File: src/rtl/safe_pkg.sv
// Shared types and default parameters for the safe access controller and the
// serial code checker bench.
package safe_pkg;

  typedef enum logic [2:0] {
    IDLE    = 3'd0,
    SHIFT   = 3'd1,
    WAIT    = 3'd2,
    OPEN    = 3'd3,
    LOCKOUT = 3'd4
  } safe_state_t;

  localparam int SAFE_N            = 4;
  localparam int SAFE_MAX_FAIL     = 3;
  localparam int SAFE_LOCK_CYCLES  = 64;
  localparam int SAFE_OPEN_CYCLES  = 16;
  localparam int SAFE_RESP_TIMEOUT = 8;

  function automatic int max3(input int a, input int b, input int c);
    int m;
    m = (a > b) ? a : b;
    return (m > c) ? m : c;
  endfunction

endpackage

File: src/rtl/safe_timer.sv
// Loadable down-counter shared by the response-wait, door-open and lockout
// phases; it parks at zero until reloaded.
module safe_timer #(
  parameter int W = 7
) (
  input  logic         clk,
  input  logic         rstn,
  input  logic         load_i,
  input  logic [W-1:0] load_val_i,
  output logic         zero_o
);

  logic [W-1:0] cnt_q;

  always_ff @(posedge clk) begin
    if (!rstn) begin
      cnt_q <= '0;
    end else if (load_i) begin
      cnt_q <= load_val_i;
    end else if (cnt_q != '0) begin
      cnt_q <= cnt_q - 1'b1;
    end
  end

  assign zero_o = (cnt_q == '0);

endmodule

File: src/rtl/safe_ctrl.sv
// Safe access controller: accepts a keypad code, serialises it MSB-first to the
// checker, interprets the response, drives the door and enforces lockout.
module safe_ctrl
  import safe_pkg::*;
#(
  parameter int N            = SAFE_N,
  parameter int MAX_FAIL     = SAFE_MAX_FAIL,
  parameter int LOCK_CYCLES  = SAFE_LOCK_CYCLES,
  parameter int OPEN_CYCLES  = SAFE_OPEN_CYCLES,
  parameter int RESP_TIMEOUT = SAFE_RESP_TIMEOUT
) (
  input  logic                          clk,
  input  logic                          rstn,
  input  logic                          code_valid,
  input  logic [N-1:0]                  code_in,
  output logic                          code_ready,
  output logic                          ser_valid,
  output logic                          ser_data,
  input  logic                          unlock_valid,
  input  logic                          unlock,
  input  logic                          incorrect,
  output logic                          door_open,
  output logic                          locked_out,
  output logic                          result_valid,
  output logic                          result_ok,
  output logic [$clog2(MAX_FAIL+1)-1:0] fail_cnt
);

  localparam int TW = $clog2(max3(LOCK_CYCLES, OPEN_CYCLES, RESP_TIMEOUT) + 1);
  localparam int FW = $clog2(MAX_FAIL + 1);
  localparam int IW = (N > 1) ? $clog2(N) : 1;

  // The timer signals expiry while it reads zero, so each phase loads its
  // length minus one to last exactly that many cycles.
  localparam logic [TW-1:0] RESP_LOAD = TW'(RESP_TIMEOUT - 1);
  localparam logic [TW-1:0] OPEN_LOAD = TW'(OPEN_CYCLES - 1);
  localparam logic [TW-1:0] LOCK_LOAD = TW'(LOCK_CYCLES - 1);
  localparam logic [FW-1:0] FAIL_MAX  = FW'(MAX_FAIL);
  localparam logic [IW-1:0] IDX_TOP   = IW'(N - 1);

  safe_state_t   state_q, state_d;
  logic [N-1:0]  code_q, code_d;
  logic [IW-1:0] idx_q, idx_d;
  logic          code_ready_q, code_ready_d;
  logic          ser_valid_q, ser_valid_d;
  logic          ser_data_q, ser_data_d;
  logic          door_open_q, door_open_d;
  logic          locked_out_q, locked_out_d;
  logic          result_valid_q, result_valid_d;
  logic          result_ok_q, result_ok_d;
  logic [FW-1:0] fail_cnt_q, fail_cnt_d;

  logic          tmr_load;
  logic [TW-1:0] tmr_val;
  logic          tmr_zero;
  logic          incorrect_unused;

  // A fail is decided from unlock_valid/unlock alone.
  assign incorrect_unused = incorrect;

  safe_timer #(.W(TW)) u_timer (
    .clk        (clk),
    .rstn       (rstn),
    .load_i     (tmr_load),
    .load_val_i (tmr_val),
    .zero_o     (tmr_zero)
  );

  always_comb begin
    state_d        = state_q;
    code_d         = code_q;
    idx_d          = idx_q;
    ser_valid_d    = 1'b0;
    ser_data_d     = 1'b0;
    door_open_d    = 1'b0;
    locked_out_d   = 1'b0;
    result_valid_d = 1'b0;
    result_ok_d    = 1'b0;
    fail_cnt_d     = fail_cnt_q;
    tmr_load       = 1'b0;
    tmr_val        = '0;

    case (state_q)
      IDLE: begin
        if (code_valid && code_ready_q) begin
          code_d      = code_in;
          idx_d       = IDX_TOP;
          ser_valid_d = 1'b1;
          ser_data_d  = code_in[N-1];
          state_d     = SHIFT;
        end
      end

      SHIFT: begin
        if (idx_q == '0) begin
          state_d  = WAIT;
          tmr_load = 1'b1;
          tmr_val  = RESP_LOAD;
        end else begin
          idx_d       = idx_q - 1'b1;
          ser_valid_d = 1'b1;
          ser_data_d  = code_q[idx_d];
        end
      end

      // A response takes priority over a timer expiry in the same cycle.
      WAIT: begin
        if (unlock_valid && unlock) begin
          result_valid_d = 1'b1;
          result_ok_d    = 1'b1;
          fail_cnt_d     = '0;
          door_open_d    = 1'b1;
          state_d        = OPEN;
          tmr_load       = 1'b1;
          tmr_val        = OPEN_LOAD;
        end else if (unlock_valid || tmr_zero) begin
          result_valid_d = 1'b1;
          if (fail_cnt_q != FAIL_MAX) begin
            fail_cnt_d = fail_cnt_q + 1'b1;
          end
          if (fail_cnt_d == FAIL_MAX) begin
            locked_out_d = 1'b1;
            state_d      = LOCKOUT;
            tmr_load     = 1'b1;
            tmr_val      = LOCK_LOAD;
          end else begin
            state_d = IDLE;
          end
        end
      end

      OPEN: begin
        if (tmr_zero) begin
          state_d = IDLE;
        end else begin
          door_open_d = 1'b1;
        end
      end

      LOCKOUT: begin
        if (tmr_zero) begin
          fail_cnt_d = '0;
          state_d    = IDLE;
        end else begin
          locked_out_d = 1'b1;
        end
      end

      default: begin
        state_d = IDLE;
      end
    endcase

    code_ready_d = (state_d == IDLE);
  end

  always_ff @(posedge clk) begin
    if (!rstn) begin
      state_q        <= IDLE;
      code_q         <= '0;
      idx_q          <= '0;
      code_ready_q   <= 1'b0;
      ser_valid_q    <= 1'b0;
      ser_data_q     <= 1'b0;
      door_open_q    <= 1'b0;
      locked_out_q   <= 1'b0;
      result_valid_q <= 1'b0;
      result_ok_q    <= 1'b0;
      fail_cnt_q     <= '0;
    end else begin
      state_q        <= state_d;
      code_q         <= code_d;
      idx_q          <= idx_d;
      code_ready_q   <= code_ready_d;
      ser_valid_q    <= ser_valid_d;
      ser_data_q     <= ser_data_d;
      door_open_q    <= door_open_d;
      locked_out_q   <= locked_out_d;
      result_valid_q <= result_valid_d;
      result_ok_q    <= result_ok_d;
      fail_cnt_q     <= fail_cnt_d;
    end
  end

  assign code_ready   = code_ready_q;
  assign ser_valid    = ser_valid_q;
  assign ser_data     = ser_data_q;
  assign door_open    = door_open_q;
  assign locked_out   = locked_out_q;
  assign result_valid = result_valid_q;
  assign result_ok    = result_ok_q;
  assign fail_cnt     = fail_cnt_q;

endmodule

File: config.mk
export PLATFORM = sky130hd
export DESIGN_NAME = safe_ctrl
export DESIGN_NICKNAME = d
export VERILOG_FILES = /design/src/rtl/safe_pkg.sv /design/src/rtl/safe_timer.sv /design/src/rtl/safe_ctrl.sv
export SDC_FILE = /design/constraint.sdc
export NUM_CORES = 1
export LEC_CHECK = 0
export CORE_MARGIN = 4
export CORE_UTILIZATION = 35
export CTS_CLUSTER_DIAMETER = 30
export CTS_CLUSTER_SIZE = 20
export DETAILED_ROUTE_END_ITERATION = 10
export SLEW_MARGIN = 20
export SYNTH_ARGS = -nofsm -noshare
export SYNTH_HDL_FRONTEND = slang
export SYNTH_HIERARCHICAL = 1
export SYNTH_SLANG_ARGS = --single-unit
File: constraint.sdc
create_clock -name clk -period 2.3 [get_ports clk]
set_input_delay 0.46 -clock clk [delete_from_list [all_inputs] [get_ports clk]]
set_output_delay 0.46 -clock clk [all_outputs]
set_load 0.01 [all_outputs]
# After elaboration in Yosys (flattened, before gate mapping)
# Cells that the tools add are included.
[totals]
ff_bits = 25
output_inout_bits = 9
elab_cells = 87
[classes]
addsub = 3
order_cmp = 1
n_eq_ne = 10
mux = 45
n_reduce_logical = 16
[ops]
columns = ["op", "count"]
rows = [
  ["$mux 3", 7],
  ["$mux 2", 9],
  ["$mux 6", 3],
  ["$mux 1", 14],
  ["$mux 7", 2],
  ["$pmux 3 s4", 1],
  ["$pmux 6 s2", 1],
  ["$pmux 1 s2", 5],
  ["$ne 2x2->1 const B", 4],
  ["$pmux 2 s2", 2],
  ["$logic_not 7->1", 1],
  ["$reduce_bool 7->1", 1],
  ["$sub 7x1->7 const B", 1],
  ["$eq 3x2->1 const B", 2],
  ["$logic_not 3->1", 2],
  ["$reduce_and 3->1", 2],
  ["$reduce_bool 2->1", 3],
  ["$reduce_and 2->1", 2],
  ["$eq 3x1->1 const B", 1],
  ["$eq 3x3->1 const B", 1],
  ["$lt 2x3->1 const B", 1],
  ["$ne 3x3->1 const B", 1],
  ["$add 2x1->2 const B", 1],
  ["$bmux 1 s2", 1],
  ["6 further kinds", 7],
]

# Logic depth before layout (Yosys ltp)
# Gate-level depths: netlist (run 1).
[logic_depth]
ltp_word = 11
ltp_mapped = 11
mapped_depth_nobuf = 9

# By module
# The synthesis (run 1) kept the hierarchy.
[modules_own_cells]
columns = ["mod", "n_inst", "cells_each", "area_per_inst_um2", "seq_area_each_um2"]
rows = [
  ["safe_ctrl", 1, 93, 843.3, 360.3],
  ["safe_timer", 1, 44, 411.6, 140.1],
]

# Least setup slack after synthesis (run 1)
# Ideal clock, no wire load.
[synth_timing]
path_kind = "register to register"
start = "register u_timer.cnt_q[0]"
end = "register u_timer.cnt_q[2]"
setup_ns = 0.115
arrival_time_ns = 1.977
required_ns = 2.185
setup_slack_ns = 0.208
path_stages_with_launch = 11
path_buffers = 2
synth_period_minus_slack_ns = 2.092
path_cell_list = "dfxtp_1 > inv_1 > ha_1 > and4b_1 > buf_6 > nor2_1 > nor4_1 > a31o_2 > clkbuf_1 > o31ai_1 > and2_1"
[synth_via]
elab_chain_len = 6
[synth_rtl]
columns = ["item", "line", "text"]
rows = [
  ["start: declaration", "safe_timer.sv:13", "logic [W-1:0] cnt_q;"],
  ["start signal: assignment", "safe_timer.sv:19", "cnt_q <= load_val_i;"],
  ["start signal: assignment", "safe_timer.sv:21", "cnt_q <= cnt_q - 1'b1;"],
  ["$logic_not 7->1 *", "safe_timer.sv:25", "assign zero_o = (cnt_q == '0);"],
  ["named net tmr_zero", "safe_ctrl.sv:55", "logic tmr_zero;"],
  ["$logic_or 1x1->1 *", "safe_ctrl.sv:116", "end else if (unlock_valid || tmr_zero) begin"],
  ["$mux 1 *", "safe_ctrl.sv:116", ""],
  ["$mux 1 *", "safe_ctrl.sv:108", "if (unlock_valid && unlock) begin"],
  ["$pmux 1 s2 *", "safe_ctrl.sv:83", "case (state_q)"],
  ["named net tmr_load", "safe_ctrl.sv:53", "logic tmr_load;"],
  ["$mux 7 or $reduce_bool 2->1 (tied branches)", "-", ""],
]
# Mark *: on every way through the listed nets, which the timed path passes. The rest lies on a longest branch. The select of a mux whose other input is x is not followed.
# A chain may end at the register's enable or synchronous reset.

# Final worst setup path (run 1)
[layout_timing]
start = "register u_timer.cnt_q[0]"
end = "register u_timer.cnt_q[5]"
# The elaborated chain is that of the path after synthesis.

==> results of run 1 <==
## per-layer routing
| layer | part of all wire (%) | global-route usage, % | wire length [um] | vias to the layer above |
|---|---|---|---|---|
| met3 | 3.4 | 2.79 | 87 | 2 |
| li1 | - | - | - | 528 |
| met4 | 0.55 | 5.21 | 14 | 0 |
| met5 | 0 | 0 | 0 | - |
| met2 | 48 | 21.0 | 1210 | 11 |
| met1 | 48 | 15.2 | 1230 | 485 |
## worst register-to-register path, delay by kind of cell, from the launching register on
kind / cells / cell delay [ns]
and+or+nand+nor: 5 / 0.98
AOI/OAI and AO/OA: 2 / 0.39
DFF: 1 / 0.34
adders and majority gates: 1 / 0.17
buffers and inverters: 1 / 0.12
## layout make-up
cell class,count,area (um^2)
Clock buffer,3,22.5
Fill cell,324,1860
Tap cell,46,57.6
Sequential cell,25,500
Clock inverter,1,8.76
Multi-Input combinational cell,98,683
Timing Repair Buffer,24,223
Inverter,8,30.0
## cells by family (layout without fill, tap and decap cells)
| family | Yosys count | in the layout | synth area share (%) |
|---|---|---|---|
| AOI/OAI and AO/OA | 28 | 28 | 16.0 |
| xor gates and xnor gates | 6 | 6 | 4.19 |
| adders and majority gates | 3 | 3 | 2.99 |
| buffers and inverters | 14 | 36 | 5.68 |
| DFF | 25 | 25 | 39.9 |
| muxes | 6 | 6 | 6.18 |
| other | 1 | 1 | 0.299 |
| and+or+nand+nor | 54 | 54 | 24.8 |
## how the worst max path moves through the flow
stage                     start                to  slack [ns]  cells past startpoint
3_5_place_dp       unlock_valid  u_timer/cnt_q[5]        0.07                      7
5_1_grt        u_timer/cnt_q[0]  u_timer/cnt_q[5]        0.12                      9
2_1_floorplan  u_timer/cnt_q[0]  u_timer/cnt_q[2]        0.21                     10
4_1_cts        u_timer/cnt_q[0]  u_timer/cnt_q[5]        0.25                      9
6_report       u_timer/cnt_q[0]  u_timer/cnt_q[5]        0.22                      9
3_3_place_gp       unlock_valid  u_timer/cnt_q[5]        0.10                      7
## state kept, by name, summed over array words and instances, names as in the netlist
register / cells
state_q: 3
ser_valid: 1
ser_data: 1
locked_out: 1
result_ok: 1
code_q: 4
result_valid: 1
code_ready: 1
u_timer/cnt_q: 7
door_open: 1
idx_q: 2
fail_cnt: 2
## power by group through the flow
| stage | combinational, W | clock, W | sequential (W) |
|---|---|---|---|
| final | 0.000575 | 0.000219 | 0.000553 |
| after global routing | 0.000638 | 0.000243 | 0.000563 |
| after CTS | 0.000578 | 0.000226 | 0.000553 |
| after detailed placement | 0.000575 | 0 | 0.000562 |
| after global placement | 0.000558 | 0 | 0.000559 |
| after floorplan | 0.000454 | 0 | 0.000546 |
## per-stage QoR
stage | hold slack (ns) | cell area (um^2) | setup slack (ns) | power (W) | util, %
floorplan | 0.455 | 1250 | 0.208 | 0.00100 | -
global placement | 0.472 | 1490 | 0.101 | 0.00112 | 44.1
detailed placement | 0.482 | 1490 | 0.0658 | 0.00114 | 44.1
CTS | 0.502 | 1530 | 0.249 | 0.00136 | 45.0
global route | 0.533 | 1530 | 0.121 | 0.00144 | 45.0
finish | 0.498 | 1530 | 0.219 | 0.00135 | 45.0
## placed cells by master (no fill, tap or decap), drive strengths merged, types with 2 or more instances in the layout
master / instances
nand3: 2
o2111ai: 2
o21ai: 7
xnor2: 4
inv: 9
xor2: 2
or3: 2
nand2b: 4
a31o: 2
and2: 8
o31ai: 3
nor4: 4
clkdlybuf4s50: 17
nor2: 14
ha: 3
a21oi: 5
nand2: 6
clkbuf: 3
a32o: 2
mux2i: 4
nor2b: 6
buf: 7
nor3: 4
dfxtp: 25
==> results_dict.tcl, run 1 <==
set metrics [dict create \
    status "finished clean" \
    internal_power_w 0.000882 \
    numCtsBuffers 3 \
    synth_area_leaders "dfxtp_1 (40%), and2_1 (4.0%), nor2_1 (3.9%)" \
    powerDensity_nw_per_um2 883 \
    via_count 1026 \
    yosysMostFrequentCell "dfxtp_1" \
    ys_warn_count 6 \
    synth_top_area_share_pct 39.9 \
    cts.sinks 25 \
    globalplace.congestion 0.884 \
    nets 173 \
    post_drt_wl_per_cell_um 12.4 \
    synthTopCellsByCount "dfxtp_1 (25), nor2_1 (13), and2_1 (8), inv_1 (8)" \
    core-area_um2 3390 \
    hold_viol 0 \
    rsz0062_at_grt "false" \
    cts_setup_buffers 0 \
    instances_no_fill 205 \
    grt_pass1_vias 1015 \
    seq_area_frac_synth_pct 39.9 \
    track_usage_pct 12.4 \
    syn_avg_cell_area_um2 9.16 \
    whs_path_depth 2 \
    async_reset_ff_share_pct 0 \
    drt_iter0_drc 49 \
    ctsHtreeMaxLevel 1 \
    hp-start "idx_q[1]" \
    firstDrtPassIters 4 \
    reg2reg_depth 9 \
    grt_max_degree 17 \
    clock-skew-final_ns 0.0188 \
    grt_pass1_wl_um 4360 \
    synth_ff_type "dfxtp_1" \
    cp_cell_sequence "inv_1 -> ha_1 -> and4b_1 -> nor2_1 -> nor4_1 -> a31o_2 -> nand2b_1 -> nor2_1 -> a32o_1" \
    arrival_ns 2.31 \
    r2r_slack_ns 0.22 \
    finalMaxSlewViolations 0 \
    critPathKind "flop to flop" \
    num_rows 21 \
    setup_tns_ns 0 \
    cap_violations 0 \
    yosys.area.top_type "dfxtp_1" \
    sw_frac_of_total_pct 34.5 \
    fmax_ghz 0.481 \
    ios 19 \
    drc 0 \
    ctsRootBufferMaster "clkbuf_4" \
    die_area_um2 4610 \
    cp-start-kind "flop" \
    ctsResizeCount 0 \
    post-route-period-util_pct 90.5 \
    critPathBufInv 1 \
    p_leak_nw 0.567 \
    peakVddDrop_mv 0.279 \
    dp_hpwl_um 1960 \
    holdBufCountCts 0 \
    min_period_ns 2.08 \
    grt_antenna_before_repair 0 \
    worstPathMaxFanout 3 \
    end_kind "flop" \
    critPathRequiredTime_ns 2.53 \
    finalWirelength_um 2540 \
    ys_seq_elements 25 \
    die_x_um 67.9 \
    min_to "idx_q[1]" \
    timing.rr.start "u_timer/cnt_q[0]" \
    crit_path_top_delay_cell "nor4_1" \
    cts_tree "done" \
    crit_family "simple AND/OR/NAND/NOR gates" \
    die_height_um 67.9 \
    floorplan.initialDensity_pct 37.0 \
    path_common_cell "nor2_1" \
    diodes 0 \
    area_growth_pct 21.5 \
    synthesis.instances 137 \
    drtAntennaViolNets 0 \
    clock_latency_ns 0.34 \
    ys_types 43 \
    p_switching_w 0.000465 \
    clkTransAtPathRegs_ns 0.16 \
    setup_viol 0 \
    seq_power_share_pct 41.1 \
    grt.overflow.total 0 \
    via_per_inst 5.00 \
    r2r-end "u_timer/cnt_q[5]" \
    syn_area_um2 1250 \
    dpl.cell_count 201 \
    power.share.combinational_pct 42.7 \
    synth_edf_count 0 \
    cp_slowest_stage_delay_ns 0.42 \
    drive_gt1_share_pct 13.8 \
    synthesis.nets 150 \
    hold_class "flop to flop" \
    io_buffers 17 \
    clk_path_buf_depth 2 \
    clockPowerShare_pct 16.3 \
]
(Power assumes the default switching activity.)
==> inputs of run 2 (changes only) <==
--- a/config.mk
+++ b/config.mk
@@ -12,3 +12,2 @@
 export DETAILED_ROUTE_END_ITERATION = 10
-export SLEW_MARGIN = 20
 export SYNTH_ARGS = -nofsm -noshare
==> constraint.sdc (replaced) <==
create_clock -name clk -period 2.3 [get_ports clk]
set_input_delay 0.575 -clock clk [delete_from_list [all_inputs] [get_ports clk]]
set_output_delay 0.575 -clock clk [all_outputs]
set_load 0.01 [all_outputs]
==> run 2 against run 1 <==
  * Clock-buffer cell count unchanged
  * Register-to-register slack better by 0.13 ns
  * Via count up 0.19%
  * Critical path depth unchanged
  * Fmax rose by 6.5%
  * Combinational power about the same
  * First-iteration DRC count is 27% lower
  * Flip-flop and latch count is the same
  * Highest routed layer unchanged
  * Clock skew decreased by 0.011 ns
  * Hold slack improved by 0.0035 ns
==> results_dict.tcl, run 2 (same netlist as run 1, synthesis figures left out) <==
set metrics [dict create \
    drc 0 \
    rsz0062_at_grt "false" \
    layout_common_cells "dfxtp_1 (25), clkdlybuf4s50_1 (17), nor2_1 (13)" \
    grt_pass1_wl_um 4360 \
    crit_path_top_delay_cell "nor4_1" \
    fill_cells 328 \
    ctsHtreeMaxLevel 1 \
    power_w 0.00134 \
    post_drt_wl_per_cell_um 12.2 \
    clock-skew-final_ns 0.00762 \
    worst_slack_ns 0.345 \
    cp_cell_sequence "inv_1 -> ha_1 -> and4b_1 -> nor2_1 -> nor4_1 -> a31o_2 -> buf_4 -> o31ai_1 -> and2_1" \
    die_height_um 67.9 \
    timing.rr.start "u_timer/cnt_q[0]" \
    drive_gt1_share_pct 14.4 \
    cp-start-kind "flop" \
    post-route-period-util_pct 85.0 \
    core-area_um2 3390 \
    via_count 1028 \
    fmax_ghz 0.512 \
    numCtsBuffers 3 \
    grt.overflow.total 0 \
    nets 174 \
    cp.depth 9 \
    largest_reg_flops 7 \
    layout_commonest_cell "dfxtp_1" \
    powerDensity_nw_per_um2 875 \
    drt_iter0_drc 36 \
    clock_latency_ns 0.33 \
    grt_pass1_vias 1042 \
    cts.sinks 25 \
    arrival_ns 2.19 \
    endpoint "u_timer/cnt_q[3]" \
    p_leak_nw 0.571 \
    holdBufCountCts 0 \
    setup_viol 0 \
    peakVddDrop_mv 0.277 \
    r2r-end "u_timer/cnt_q[3]" \
    die_x_um 67.9 \
    num_rows 21 \
    final_cell_area_um2 1530 \
    status "finished clean" \
    cts_setup_buffers 0 \
    finalMaxSlewViolations 0 \
    crit_family "simple AND/OR/NAND/NOR gates" \
    floorplan.initialDensity_pct 37.0 \
    cap_violations 0 \
    track_usage_pct 12.4 \
    ctsResizeCount 0 \
    finalWirelength_um 2500 \
    dp_hpwl_um 1930 \
    worstPathMaxFanout 10 \
    ctsRootBufferMaster "clkbuf_4" \
    hold_class "flop to flop" \
    ios 19 \
    instances_no_fill 206 \
    diodes 0 \
    end_kind "flop" \
    cts_tree "done" \
    dpl.cell_count 202 \
    top_register "u_timer/cnt_q" \
    drtAntennaViolNets 0 \
    place_ws_ns -0.00668 \
    clkTransAtPathRegs_ns 0.15 \
    via_per_inst 4.99 \
    reg2reg_depth 9 \
    post_dp_cell_area_um2 1500 \
    r2r_slack_ns 0.35 \
    critPathRequiredTime_ns 2.53 \
    critPathKind "flop to flop" \
    globalplace.congestion 0.826 \
    min_period_ns 1.95 \
    critPathBufInv 2 \
    grt_max_degree 17 \
    die_area_um2 4610 \
    area_growth_pct 22.1 \
    clk_path_buf_depth 2 \
    firstDrtPassIters 4 \
    hold_viol 0 \
    startpoint "u_timer/cnt_q[0]" \
    grt_antenna_before_repair 0 \
    cp_slowest_stage_delay_ns 0.36 \
    io_buffers 17 \
    worst_hold_slack_ns 0.501 \
    largestRegisters "u_timer/cnt_q (7), code_q (4), state_q (3)" \
]
## run 2: changes by cell type in the layout (fill, tap and decap cells not counted), sizes merged
cell | before | now
buf | 7 | 8
## run 2: worst min-delay path by stage
stage | startpoint | end | slack (ns) | cells past startpoint
after floorplan | code_q[1] | code_q[1] | 0.45 | 2
after global placement | idx_q[1] | idx_q[1] | 0.47 | 2
after detailed placement | code_q[1] | code_q[1] | 0.48 | 2
after CTS | idx_q[1] | idx_q[1] | 0.51 | 2
after global routing | idx_q[1] | idx_q[1] | 0.53 | 2
final | idx_q[1] | idx_q[1] | 0.50 | 2
## run 2: power breakdown
| group | switching (W) | total [W] | leakage [nW] | internal (W) |
|---|---|---|---|---|
| logic | 0.000260 | 0.000575 | 0.349 | 0.000315 |
| clock network | 0.000145 | 0.000216 | 0.0183 | 0.0000709 |
| registers | 0.0000520 | 0.000550 | 0.204 | 0.000498 |
## run 2: per-stage QoR
| stage | util [%] | TNS (ns) |
|---|---|---|
| after floorplan | - | 0 |
| after global placement | 44.3 | 0 |
| after detailed placement | 44.3 | -0.00668 |
| after CTS | 45.2 | 0 |
| after global routing | 45.2 | 0 |
| final | 45.2 | 0 |
## run 2: tightest hold or removal path, delay by kind of cell (launching register included)
| family | cells | cell delay [ns] |
|---|---|---|
| compound gates | 1 | 0.07 |
| buf+inv | 1 | 0.06 |
| flops | 1 | 0.33 |
## run 2: layout make-up
class                   instances  area (um^2)  area share, %
clock buffers                   3         22.5           1.47
repair buffers                 25          230           15.0
well taps                      46         57.6           3.76
inverters                       8         30.0           1.96
clock inverters                 1         8.76          0.571
multi-input cells              98          683           44.6
flip-flops and latches         25          500           32.7
## run 2: metal layers
layer / track usage, % / up-vias / share of wire (%)
met1: 15.6 / 474 / 50
met2: 20.8 / 17 / 45
met4: 5.21 / 0 / 2.1
met3: 2.46 / 6 / 3.4
met5: 0 / - / 0
li1: - / 531 / -
==> inputs of run 3 (changes only) <==
clock period = 1.93 ns   (was 2.3 ns; I/O delays follow)
==> run 3 against run 2 <==
  * Clock skew increased by 0.0019 ns
  * Worst setup slack lost 0.26 ns
  * Combinational power is 30% higher
  * Register-to-register slack lost 0.26 ns
  * Clock-buffer cell count is the same
  * Die area unchanged
  * Fmax up 6.1%
  * Total power grew 23%
  * Global-route usage rose by 1.1 points
  * Routed wire length rose by 5.8%
  * Cell area grew 6.0%
==> results_dict.tcl, run 3 (same netlist as run 1, synthesis figures left out) <==
set metrics [dict create \
    internal_power_w 0.00109 \
    cts.sinks 25 \
    clock-skew-final_ns 0.00954 \
    seq_power_share_pct 39.9 \
    io_buffers 17 \
    largestRegisters "u_timer/cnt_q (7), code_q (4), state_q (3)" \
    critPathRequiredTime_ns 2.17 \
    grt_pass1_vias 1098 \
    nets 183 \
    p_switching_w 0.000562 \
    finalMaxSlewViolations 0 \
    drive_gt1_share_pct 23.7 \
    grt_pass1_wl_um 4810 \
    cts_setup_buffers 0 \
    rsz0062_at_grt "true" \
    core-area_um2 3390 \
    setup_viol 0 \
    die_height_um 67.9 \
    post_drt_wl_per_cell_um 12.3 \
    instances_no_fill 215 \
    grt.overflow.total 0 \
    clockPowerShare_pct 14.9 \
    peakVddDrop_mv 0.465 \
    cap_violations 0 \
    drt_iter0_drc 48 \
    crit_family "simple AND/OR/NAND/NOR gates" \
    die_x_um 67.9 \
    worst_hold_slack_ns 0.502 \
    globalplace.congestion 0.843 \
    min_period_ns 1.84 \
    layout_commonest_cell "dfxtp_1" \
    track_usage_pct 13.5 \
    top_register "u_timer/cnt_q" \
    p_leak_nw 0.615 \
    clock_latency_ns 0.33 \
    dpl.cell_count 211 \
    arrival_ns 2.09 \
    ctsRootBufferMaster "clkbuf_4" \
    layout_common_cells "dfxtp_1 (23), clkdlybuf4s50_1 (17), buf_4 (17)" \
    crit_path_top_delay_cell "dfxtp_2" \
    end_kind "flop" \
    clk_path_buf_depth 2 \
    fmax_ghz 0.543 \
    grt_antenna_before_repair 0 \
    post-route-period-util_pct 95.5 \
    hold_class "flop to flop" \
    drtAntennaViolNets 0 \
    drc 0 \
    clkTransAtPathRegs_ns 0.15 \
    dp_hpwl_um 2090 \
    largest_reg_flops 7 \
    num_rows 21 \
    sw_frac_of_total_pct 34.0 \
    worstPathMaxFanout 6 \
    area_growth_pct 29.4 \
    via_per_inst 5.00 \
    numCtsBuffers 3 \
    cp-start-kind "flop" \
    critPathKind "flop to flop" \
    ios 19 \
    diodes 0 \
    cts_tree "done" \
    finalWirelength_um 2650 \
    floorplan.initialDensity_pct 37.0 \
    cp_slowest_stage_delay_ns 0.35 \
    ctsHtreeMaxLevel 1 \
    die_area_um2 4610 \
    cp_cell_sequence "inv_1 -> ha_1 -> and4b_2 -> buf_4 -> nor2b_1 -> o21ba_2 -> or3_1 -> and2_1" \
    status "finished clean" \
    firstDrtPassIters 4 \
    power.share.combinational_pct 45.3 \
    hold_viol 0 \
    critPathBufInv 2 \
    powerDensity_nw_per_um2 1020 \
    via_count 1074 \
    grt_max_degree 16 \
]
[run 3: cell count changes in the layout (fill, tap and decap cells not counted), sizes merged]
| cell | delta |
|---|---|
| inv | -1 |
| buf | +9 |
| clkinvlp | +1 |
[run 3: final timing paths]
kind / start / endpoint / slack, ns / depth (start not counted)
max: u_timer/cnt_q[1] / state_q[0] / 0.09 / 8
min: idx_q[1] / idx_q[1] / 0.50 / 2
max reg2reg: u_timer/cnt_q[1] / state_q[0] / 0.09 / 8
min reg2reg: idx_q[1] / idx_q[1] / 0.50 / 2
[run 3: area by class of cell]
class / count / area (um^2)
well taps: 46 / 57.6
fillers: 326 / 1770
clock inverters: 1 / 7.51
repair buffers: 34 / 298
clock buffers: 3 / 22.5
multi-input cells: 98 / 706
flip-flops and latches: 25 / 503
inverters: 8 / 30.0
[run 3: power groups by stage]
| stage | registers [W] | clock network, W | logic [W] |
|---|---|---|---|
| after floorplan | 0.000651 | 0 | 0.000547 |
| after global placement | 0.000662 | 0 | 0.000716 |
| after detailed placement | 0.000666 | 0 | 0.000735 |
| after CTS | 0.000655 | 0.000253 | 0.000740 |
| after global routing | 0.000670 | 0.000276 | 0.000848 |
| final | 0.000659 | 0.000246 | 0.000748 |
[run 3: worst register-to-register path: stages, from the launching register on]
cell     delay [ns]
dfxtp_2        0.35
inv_1          0.09
ha_1           0.16
and4b_2        0.27
buf_4          0.15
nor2b_1        0.05
o21ba_2        0.21
or3_1          0.34
and2_1         0.17
[run 3: timing repair]
item | 4_1_cts | 5_1_grt
hold endpoints to repair | 0 | 0
setup endpoints to repair | 0 | 11
hold buffers | 0 | 0
gates resized for setup | 0 | 6
[run 3: stage by stage]
step,TNS [ns],setup WS [ns],util [%],cell area (um^2),power [W]
after floorplan,0,0.0471,-,1260,0.00120
after global placement,-1.29,-0.166,46.5,1580,0.00138
after detailed placement,-1.32,-0.174,46.5,1580,0.00140
after CTS,0,0.0282,47.4,1610,0.00165
after global routing,-0.148,-0.0486,47.9,1620,0.00179
final,0,0.0876,47.9,1620,0.00165
[run 3: metal layers]
metal / track usage (%) / wire, um / vias to the layer above
met3: 2.46 / 142 / 4
met4: 4.47 / 36 / 0
met5: 0 / 0 / -
met2: 21.6 / 1160 / 32
li1: - / - / 540
met1: 18.3 / 1310 / 498
